**src/rtl/inst_fetch_unit_pkg.sv**
```systemverilog
// Shared types for the instruction fetch front end: memory response word,
// buffered fetch entry and fetch FSM states.
package System_Pkg;

  typedef struct packed {
    logic [31:0] Data;
  } Mem_Respond;

  typedef struct packed {
    Mem_Respond  inst;
    logic [31:0] pc;
  } Fetch_Entry;

  typedef enum logic {
    S_RUN,
    S_FLUSH
  } fetch_state_e;

  localparam logic [31:0] DEFAULT_RESET_PC = 32'h0000_0000;

endpackage

```
**src/rtl/inst_fetch_unit_if.sv**
```systemverilog
// Fetch unit boundary: redirect input, instruction memory request/response
// channel and the decode-side instruction stream.
interface inst_fetch_unit_if;
  import System_Pkg::*;

  logic        redirect_valid;
  logic [31:0] redirect_pc;
  logic        mem_req_valid;
  logic [31:0] mem_req_addr;
  logic        mem_req_ready;
  logic        mem_resp_valid;
  Mem_Respond  mem_resp;
  logic        dec_valid;
  Mem_Respond  dec_inst;
  logic [31:0] dec_pc;
  logic        dec_ready;

  modport master (
    input  redirect_valid, redirect_pc, mem_req_ready, mem_resp_valid, mem_resp, dec_ready,
    output mem_req_valid, mem_req_addr, dec_valid, dec_inst, dec_pc
  );

  modport slave (
    output redirect_valid, redirect_pc, mem_req_ready, mem_resp_valid, mem_resp, dec_ready,
    input  mem_req_valid, mem_req_addr, dec_valid, dec_inst, dec_pc
  );

endinterface

```
**src/rtl/inst_fetch_unit_fifo.sv**
```systemverilog
// Generic synchronous FIFO with flush; head is read straight from the
// registered storage, so a push becomes visible one cycle later.
module fetch_fifo #(
  parameter int  DEPTH = 4,
  parameter type T     = logic [31:0]
) (
  input  logic                       clk,
  input  logic                       rst,
  input  logic                       flush,
  input  logic                       push,
  input  T                           push_data,
  input  logic                       pop,
  output T                           head,
  output logic [$clog2(DEPTH+1)-1:0] count,
  output logic                       full,
  output logic                       empty
);
  localparam int AW = (DEPTH > 1) ? $clog2(DEPTH) : 1;
  localparam int CW = $clog2(DEPTH + 1);

  T              mem_q [DEPTH];
  T              mem_d [DEPTH];
  logic [AW-1:0] wr_ptr_q, wr_ptr_d;
  logic [AW-1:0] rd_ptr_q, rd_ptr_d;
  logic [CW-1:0] count_q, count_d;
  logic          do_push, do_pop;

  function automatic logic [AW-1:0] next_ptr(input logic [AW-1:0] p);
    return (p == AW'(DEPTH - 1)) ? '0 : p + AW'(1);
  endfunction

  assign empty = (count_q == '0);
  assign full  = (count_q == CW'(DEPTH));
  assign count = count_q;
  assign head  = mem_q[rd_ptr_q];

  // A pop in the same cycle frees the slot for a push even when full.
  always_comb begin
    do_pop   = pop && !empty;
    do_push  = push && (!full || do_pop);
    mem_d    = mem_q;
    wr_ptr_d = wr_ptr_q;
    rd_ptr_d = rd_ptr_q;
    count_d  = count_q;
    if (flush) begin
      wr_ptr_d = '0;
      rd_ptr_d = '0;
      count_d  = '0;
    end else begin
      if (do_push) begin
        mem_d[wr_ptr_q] = push_data;
        wr_ptr_d        = next_ptr(wr_ptr_q);
      end
      if (do_pop) begin
        rd_ptr_d = next_ptr(rd_ptr_q);
      end
      count_d = count_q + CW'(do_push) - CW'(do_pop);
    end
  end

  always_ff @(posedge clk or posedge rst) begin
    if (rst) begin
      mem_q    <= '{default: '0};
      wr_ptr_q <= '0;
      rd_ptr_q <= '0;
      count_q  <= '0;
    end else begin
      mem_q    <= mem_d;
      wr_ptr_q <= wr_ptr_d;
      rd_ptr_q <= rd_ptr_d;
      count_q  <= count_d;
    end
  end

endmodule

```
**src/rtl/inst_fetch_unit.sv**
```systemverilog
// Instruction fetcher: issues sequential word requests under a credit limit,
// buffers in-order responses for decode and discards stale data on redirect.
module inst_fetch_unit
  import System_Pkg::*;
#(
  parameter logic [31:0] RESET_PC        = DEFAULT_RESET_PC,
  parameter int          FIFO_DEPTH      = 4,
  parameter int          MAX_OUTSTANDING = 2
) (
  input logic                clk,
  input logic                rst,
  inst_fetch_unit_if.master  fetch_if
);
  localparam int OW  = $clog2(MAX_OUTSTANDING + 1);
  localparam int FCW = $clog2(FIFO_DEPTH + 1);

  fetch_state_e  state_q, state_d;
  logic [31:0]   pc_q, pc_d;
  logic [OW-1:0] outstanding_q, outstanding_d;
  logic [OW-1:0] drop_cnt_q, drop_cnt_d;

  Fetch_Entry     fifo_in, fifo_head;
  logic [FCW-1:0] fifo_count;
  logic           fifo_full, fifo_empty, fifo_push, fifo_pop, fifo_flush;

  logic [31:0]    pcq_head;
  logic [OW-1:0]  pcq_count;
  logic           pcq_full, pcq_empty, pcq_push, pcq_pop;

  logic [31:0]    occupancy;
  logic           req_valid, req_fire, resp_fire;

  // Stale responses still pop the PC queue, so it stays paired with memory order.
  always_comb begin
    occupancy = 32'(fifo_count) + 32'(outstanding_q);
    req_valid = !rst && (state_q == S_RUN) && !fetch_if.redirect_valid &&
                (32'(outstanding_q) < 32'(MAX_OUTSTANDING)) &&
                (occupancy < 32'(FIFO_DEPTH));
    req_fire  = req_valid && fetch_if.mem_req_ready;
    resp_fire = fetch_if.mem_resp_valid && (outstanding_q != '0);

    state_d       = state_q;
    pc_d          = pc_q;
    outstanding_d = outstanding_q;
    drop_cnt_d    = drop_cnt_q;
    fifo_push     = 1'b0;
    fifo_pop      = 1'b0;
    fifo_flush    = 1'b0;
    pcq_push      = req_fire;
    pcq_pop       = resp_fire;
    fifo_in       = '{inst: fetch_if.mem_resp, pc: pcq_head};

    if (fetch_if.redirect_valid) begin
      pc_d          = fetch_if.redirect_pc & ~32'h3;
      fifo_flush    = 1'b1;
      outstanding_d = outstanding_q - OW'(resp_fire);
      drop_cnt_d    = outstanding_d;
      state_d       = (drop_cnt_d != '0) ? S_FLUSH : S_RUN;
    end else begin
      if (req_fire) begin
        pc_d = pc_q + 32'd4;
      end
      outstanding_d = outstanding_q + OW'(req_fire) - OW'(resp_fire);
      if (resp_fire) begin
        if (drop_cnt_q != '0) begin
          drop_cnt_d = drop_cnt_q - OW'(1);
        end else begin
          fifo_push = 1'b1;
        end
      end
      fifo_pop = !fifo_empty && fetch_if.dec_ready;
      if ((state_q == S_FLUSH) && (drop_cnt_d == '0)) begin
        state_d = S_RUN;
      end
    end
  end

  always_ff @(posedge clk or posedge rst) begin
    if (rst) begin
      state_q       <= S_RUN;
      pc_q          <= RESET_PC;
      outstanding_q <= '0;
      drop_cnt_q    <= '0;
    end else begin
      state_q       <= state_d;
      pc_q          <= pc_d;
      outstanding_q <= outstanding_d;
      drop_cnt_q    <= drop_cnt_d;
    end
  end

  fetch_fifo #(.DEPTH(FIFO_DEPTH), .T(Fetch_Entry)) u_inst_fifo (
    .clk       (clk),
    .rst       (rst),
    .flush     (fifo_flush),
    .push      (fifo_push),
    .push_data (fifo_in),
    .pop       (fifo_pop),
    .head      (fifo_head),
    .count     (fifo_count),
    .full      (fifo_full),
    .empty     (fifo_empty)
  );

  fetch_fifo #(.DEPTH(MAX_OUTSTANDING), .T(logic [31:0])) u_pc_queue (
    .clk       (clk),
    .rst       (rst),
    .flush     (1'b0),
    .push      (pcq_push),
    .push_data (pc_q),
    .pop       (pcq_pop),
    .head      (pcq_head),
    .count     (pcq_count),
    .full      (pcq_full),
    .empty     (pcq_empty)
  );

  assign fetch_if.mem_req_valid = req_valid;
  assign fetch_if.mem_req_addr  = pc_q;
  assign fetch_if.dec_valid     = !fifo_empty;
  assign fetch_if.dec_inst      = fifo_empty ? '0 : fifo_head.inst;
  assign fetch_if.dec_pc        = fifo_empty ? '0 : fifo_head.pc;

  a_resp_without_request: assert property (@(posedge clk) disable iff (rst)
    !(fetch_if.mem_resp_valid && (outstanding_q == '0)));
  a_pc_queue_tracks: assert property (@(posedge clk) disable iff (rst)
    (pcq_count == outstanding_q) && !(pcq_push && pcq_full && !pcq_pop) &&
    !(pcq_pop && pcq_empty));
  a_no_push_when_full: assert property (@(posedge clk) disable iff (rst)
    !(fifo_push && fifo_full && !fifo_pop));

endmodule

```
**src/flat_wrapper.sv**
```systemverilog
// flat-port wrapper written by rule: the top's interface ports become plain ports
module inst_fetch_unit_flat import System_Pkg::*;
#(
  parameter logic [31:0] RESET_PC        = DEFAULT_RESET_PC,
  parameter int          FIFO_DEPTH      = 4,
  parameter int          MAX_OUTSTANDING = 2
)
  (clk, rst, fetch_if_redirect_valid, fetch_if_redirect_pc, fetch_if_mem_req_ready, fetch_if_mem_resp_valid, fetch_if_mem_resp, fetch_if_dec_ready, fetch_if_mem_req_valid, fetch_if_mem_req_addr, fetch_if_dec_valid, fetch_if_dec_inst, fetch_if_dec_pc);
  inst_fetch_unit_if fetch_if_i ();
  input logic clk;
  input logic rst;
  input wire logic [$bits(fetch_if_i.redirect_valid)-1:0] fetch_if_redirect_valid;
  input wire logic [$bits(fetch_if_i.redirect_pc)-1:0] fetch_if_redirect_pc;
  input wire logic [$bits(fetch_if_i.mem_req_ready)-1:0] fetch_if_mem_req_ready;
  input wire logic [$bits(fetch_if_i.mem_resp_valid)-1:0] fetch_if_mem_resp_valid;
  input wire logic [$bits(fetch_if_i.mem_resp)-1:0] fetch_if_mem_resp;
  input wire logic [$bits(fetch_if_i.dec_ready)-1:0] fetch_if_dec_ready;
  output wire logic [$bits(fetch_if_i.mem_req_valid)-1:0] fetch_if_mem_req_valid;
  output wire logic [$bits(fetch_if_i.mem_req_addr)-1:0] fetch_if_mem_req_addr;
  output wire logic [$bits(fetch_if_i.dec_valid)-1:0] fetch_if_dec_valid;
  output wire logic [$bits(fetch_if_i.dec_inst)-1:0] fetch_if_dec_inst;
  output wire logic [$bits(fetch_if_i.dec_pc)-1:0] fetch_if_dec_pc;
  assign fetch_if_i.redirect_valid = fetch_if_redirect_valid;
  assign fetch_if_i.redirect_pc = fetch_if_redirect_pc;
  assign fetch_if_i.mem_req_ready = fetch_if_mem_req_ready;
  assign fetch_if_i.mem_resp_valid = fetch_if_mem_resp_valid;
  assign fetch_if_i.mem_resp = fetch_if_mem_resp;
  assign fetch_if_i.dec_ready = fetch_if_dec_ready;
  assign fetch_if_mem_req_valid = fetch_if_i.mem_req_valid;
  assign fetch_if_mem_req_addr = fetch_if_i.mem_req_addr;
  assign fetch_if_dec_valid = fetch_if_i.dec_valid;
  assign fetch_if_dec_inst = fetch_if_i.dec_inst;
  assign fetch_if_dec_pc = fetch_if_i.dec_pc;
  inst_fetch_unit #(.RESET_PC(RESET_PC), .FIFO_DEPTH(FIFO_DEPTH), .MAX_OUTSTANDING(MAX_OUTSTANDING)) u_core (.clk(clk), .rst(rst), .fetch_if(fetch_if_i));
endmodule
```
**config.mk**
```make
export PLATFORM = sky130hd
export DESIGN_NAME = inst_fetch_unit_flat
export DESIGN_NICKNAME = d
export VERILOG_FILES = /design/src/rtl/inst_fetch_unit_pkg.sv /design/src/rtl/inst_fetch_unit_if.sv /design/src/rtl/inst_fetch_unit_fifo.sv /design/src/rtl/inst_fetch_unit.sv /design/src/flat_wrapper.sv
export SDC_FILE = /design/constraint.sdc
export NUM_CORES = 1
export LEC_CHECK = 0
export CAP_MARGIN = 20
export CORE_AREA = 2 2 228 253
export DETAILED_ROUTE_END_ITERATION = 8
export DIE_AREA = 0 0 230 255
export RECOVER_POWER = 100
export SYNTH_ARGS = -nofsm -noshare
export SYNTH_HDL_FRONTEND = slang
export SYNTH_SLANG_ARGS = --single-unit
```
**constraint.sdc**
```tcl
create_clock -name clk -period 15.9 [get_ports clk]
set_input_delay 3.18 -clock clk [delete_from_list [all_inputs] [get_ports clk]]
set_output_delay 3.18 -clock clk [all_outputs]
set_load 0.05 [all_outputs]
```
==> impl_metrics.py <==
metrics = {
    "global_routing": {
        "grt_pass1_wl_mm": 64.3,
        "antenna_found_initial": 0,
        "grt_max_degree": 135,
        "overflow": 0,
        "gr-usage-all-layers_pct": 13.9,
        "grt_pass1_vias": 11110,
    },
    "worst_hold_path": {
        "hp-class": "reg2reg",
        "hold_start": "u_core.u_inst_fifo.mem_q[16]",
        "min_path_cells": 2,
        "holdPathEnd": "u_core.u_inst_fifo.mem_q[16]",
    },
    "worst_setup_path": {
        "worst-path-buf-inv": 3,
        "arrival_ns": 9.72,
        "crit_fanout": 134,
        "required_ns": 15.88,
        "timing.rr.end": "u_core.u_inst_fifo.mem_q[29]",
        "rrSetupSlack_ns": 10.12,
        "reg2reg_depth": 5,
        "slowest_delay_ns": 3.39,
        "critical_path_class": "in2async",
        "crit_path_end_kind": "async pin",
        "crit_family": "buffers and inverters",
        "cp_slowest_cell": "clkinvlp_2",
        "r2r-start": "u_core.outstanding_q[1]",
        "start_kind": "primary input",
        "cp_cell_sequence": "dlygate4sd3_1 -> clkinvlp_2 -> clkbuf_1",
    },
    "placement": {
        "gp_congestion": 0.755,
        "dp_cells": 2125,
        "port_buffers": 161,
        "hpwl_mm": 24.9,
        "dp_slack_ns": 7.77,
    },
    "power_and_ir_drop": {
        "p_leak_nw": 8.90,
        "power.total_w": 0.00322,
        "peakVddDrop_mv": 0.0696,
        "power_density_mw_per_mm2": 164,
    },
    "cts": {
        "clk_latency_ns": 0.58,
        "htree_levels": 2,
        "clk_pin_slew_ns": 0.06,
        "post_cts_buffers": 0,
        "cts_resized": 0,
        "clockRootBuffer": "clkbuf_16",
        "cts_hold_buf": 0,
        "cts_tree": "done",
        "cts_made_buffers": 42,
        "clock_path_buffers": 3,
        "clock_sinks": 354,
    },
    "run_status": {
        "status": "finished, violations left",
        "violations": "capacitance limit, slew limit",
    },
    "synth": {
        "synthTopCellsByCount": "dfrtp_1, nand2_1, o21ai_0, mux2_4",
        "yosysWarnings": 0,
        "yosys.area.top_type_share_pct": 53.2,
        "synth.area.top_cells": "dfrtp_1, mux2_4, mux4_2",
        "synth-seq-cells": 354,
        "yosys.cell_count.top_type": "dfrtp_1",
        "ys_async_sr_fraction_pct": 100,
        "syn_area_mm2": 0.0166,
        "yosysUniqueCellTypes": 58,
        "synth.avg_cell_area_um2": 13.0,
        "syn_inst": 1285,
        "yosysSeqAreaShare_pct": 53.2,
        "synth_edf_count": 0,
        "ys.flop_type": "dfrtp_1",
        "yosysTopAreaCell": "dfrtp_1",
    },
    "floorplanning": {
        "ioPinCount": 168,
        "initial_core_util_pct": 29.5,
        "rows": 92,
        "core_region_area_mm2": 0.0564,
        "design.die.area_mm2": 0.0587,
        "dieWidth_um": 230,
        "die_h_um": 255,
    },
    "sta": {
        "fin_ws_ns": 6.16,
        "finClkSkew_ns": 0.0273,
        "max_clock_freq_mhz": 103,
        "period_needed_ns": 9.74,
        "relSlewSlack_pct": -313,
        "worstMarginPinSlew_ns": 6.17,
        "rsz0062_at_grt": "false",
        "hold_viol_final": 0,
        "finalSetupViolCount": 0,
        "finalCritPeriodShare_pct": 61.2,
        "tns_ns": 0,
        "slew_violations": 751,
    },
    "route": {
        "wl_per_cell_um": 18.2,
        "drtIter0Drc": 600,
        "first_pass_iters": 5,
        "wl_mm": 40.0,
        "vias_per_cell": 4.76,
        "drtAntennaViolNets": 0,
        "dr_total_vias": 10492,
        "drc": 0,
    },
    "layout": {
        "n_antenna_cell": 0,
        "drive_above_1_share_pct": 13.4,
        "nNetsFinal": 1502,
        "finalNonFillerCells": 2203,
        "synthToLayoutAreaGrowth_pct": 18.4,
        "final_core_util_pct": 34.9,
    },
    "job": {
        "drv_cap": 13,
    },
}
==> how the worst max path moves through the flow <==
stage	start	slack, ns	depth (start not counted)	endpoint
final	rst	6.16	3	u_core.u_inst_fifo.mem_q[248]
after global routing	rst	4.75	3	u_core.u_inst_fifo.mem_q[119]
after CTS	fetch_if_redirect_valid	7.77	5	fetch_if_mem_req_valid
after detailed placement	fetch_if_redirect_valid	7.77	5	fetch_if_mem_req_valid
after global placement	fetch_if_redirect_valid	7.75	5	fetch_if_mem_req_valid
after floorplan	rst	2.90	1	u_core.drop_cnt_q[0]
==> logic make-up after synthesis <==
group	count (synthesis)	synth area share, %
xor+xnor	16	0.842
flops	354	53.2
buf+inv	107	3.48
fa+ha+maj	14	1.10
simple gates	327	9.55
other cells	1	0.0225
mux	277	25.4
compound gates	189	6.38
==> metal layers <==
metal  vias to the layer above  share of wire [%]  GRT usage, %
li1                       4835                  -             -
met1                      5340                 47          19.2
met2                       252                 46          22.1
met3                        65                4.4          2.80
met4                         0                2.6          4.61
met5                         -                  0             0
==> report_power, final <==
| group | total [W] | internal (W) | switching (W) |
|---|---|---|---|
| combinational | 0.00100 | 0.000420 | 0.000582 |
| clock | 0.000963 | 0.000570 | 0.000393 |
| sequential | 0.00126 | 0.00111 | 0.000143 |
| total | 0.00322 | 0.00211 | 0.00112 |
==> sequential cells by signal, summed over array words and instances (netlist names) <==
register / count
u_core.drop_cnt_q: 2
u_core.fetch_if.mem_req_addr: 30
u_core.outstanding_q: 2
u_core.state_q: 1
u_core.u_inst_fifo.count: 3
u_core.u_inst_fifo.mem_q: 248
u_core.u_inst_fifo.rd_ptr_q: 2
u_core.u_inst_fifo.wr_ptr_q: 2
u_core.u_pc_queue.count: 2
u_core.u_pc_queue.mem_q: 60
u_core.u_pc_queue.rd_ptr_q: 1
u_core.u_pc_queue.wr_ptr_q: 1
==> worst min-delay path, stage by stage, from the launching register on <==
cell	delay, ns
dfrtp_1	0.34
nand2_1	0.05
o21ai_0	0.06
==> cell usage in the layout (no fill, tap or decap), types with 8 or more instances in the layout <==
| cell | Yosys | final |
|---|---|---|
| nand2_1 | 171 | 175 |
| mux2_1 | 10 | 129 |
| dfrtp_1 | 354 | 352 |
| clkdlybuf4s50_1 | 0 | 64 |
| dlygate4sd3_1 | 0 | 96 |
| xnor2_1 | 8 | 8 |
| mux4_2 | 62 | 62 |
| and3_1 | 8 | 8 |
| clkbuf_16 | 0 | 42 |
| mux2_2 | 54 | 54 |
| o21ai_0 | 144 | 146 |
| inv_1 | 16 | 16 |
| clkbuf_1 | 44 | 24 |
| a21oi_1 | 10 | 10 |
| nand4_1 | 11 | 11 |
| mux2i_1 | 31 | 31 |
| and2_1 | 62 | 62 |
| ha_1 | 13 | 13 |
| clkbuf_8 | 0 | 9 |
| nor2_1 | 23 | 22 |
| nand3_1 | 14 | 15 |
| xor2_1 | 8 | 8 |
==> per-stage QoR <==
step	cell area, um2	hold WS [ns]
floorplan	16700	0.445
global placement	18800	0.456
detailed placement	18800	0.466
CTS	20200	0.478
global route	19700	0.495
finish	19700	0.475
==> layout make-up <==
type	instances	area, um2
well taps	752	941
multi-input cells	827	6740
fillers	5647	36700
flip-flops and latches	354	8870
repair buffers	176	1700
inverters	17	65.1
clock buffers	65	1230
clock inverters	12	165
Note: power is estimated with default switching activity, not from simulation.
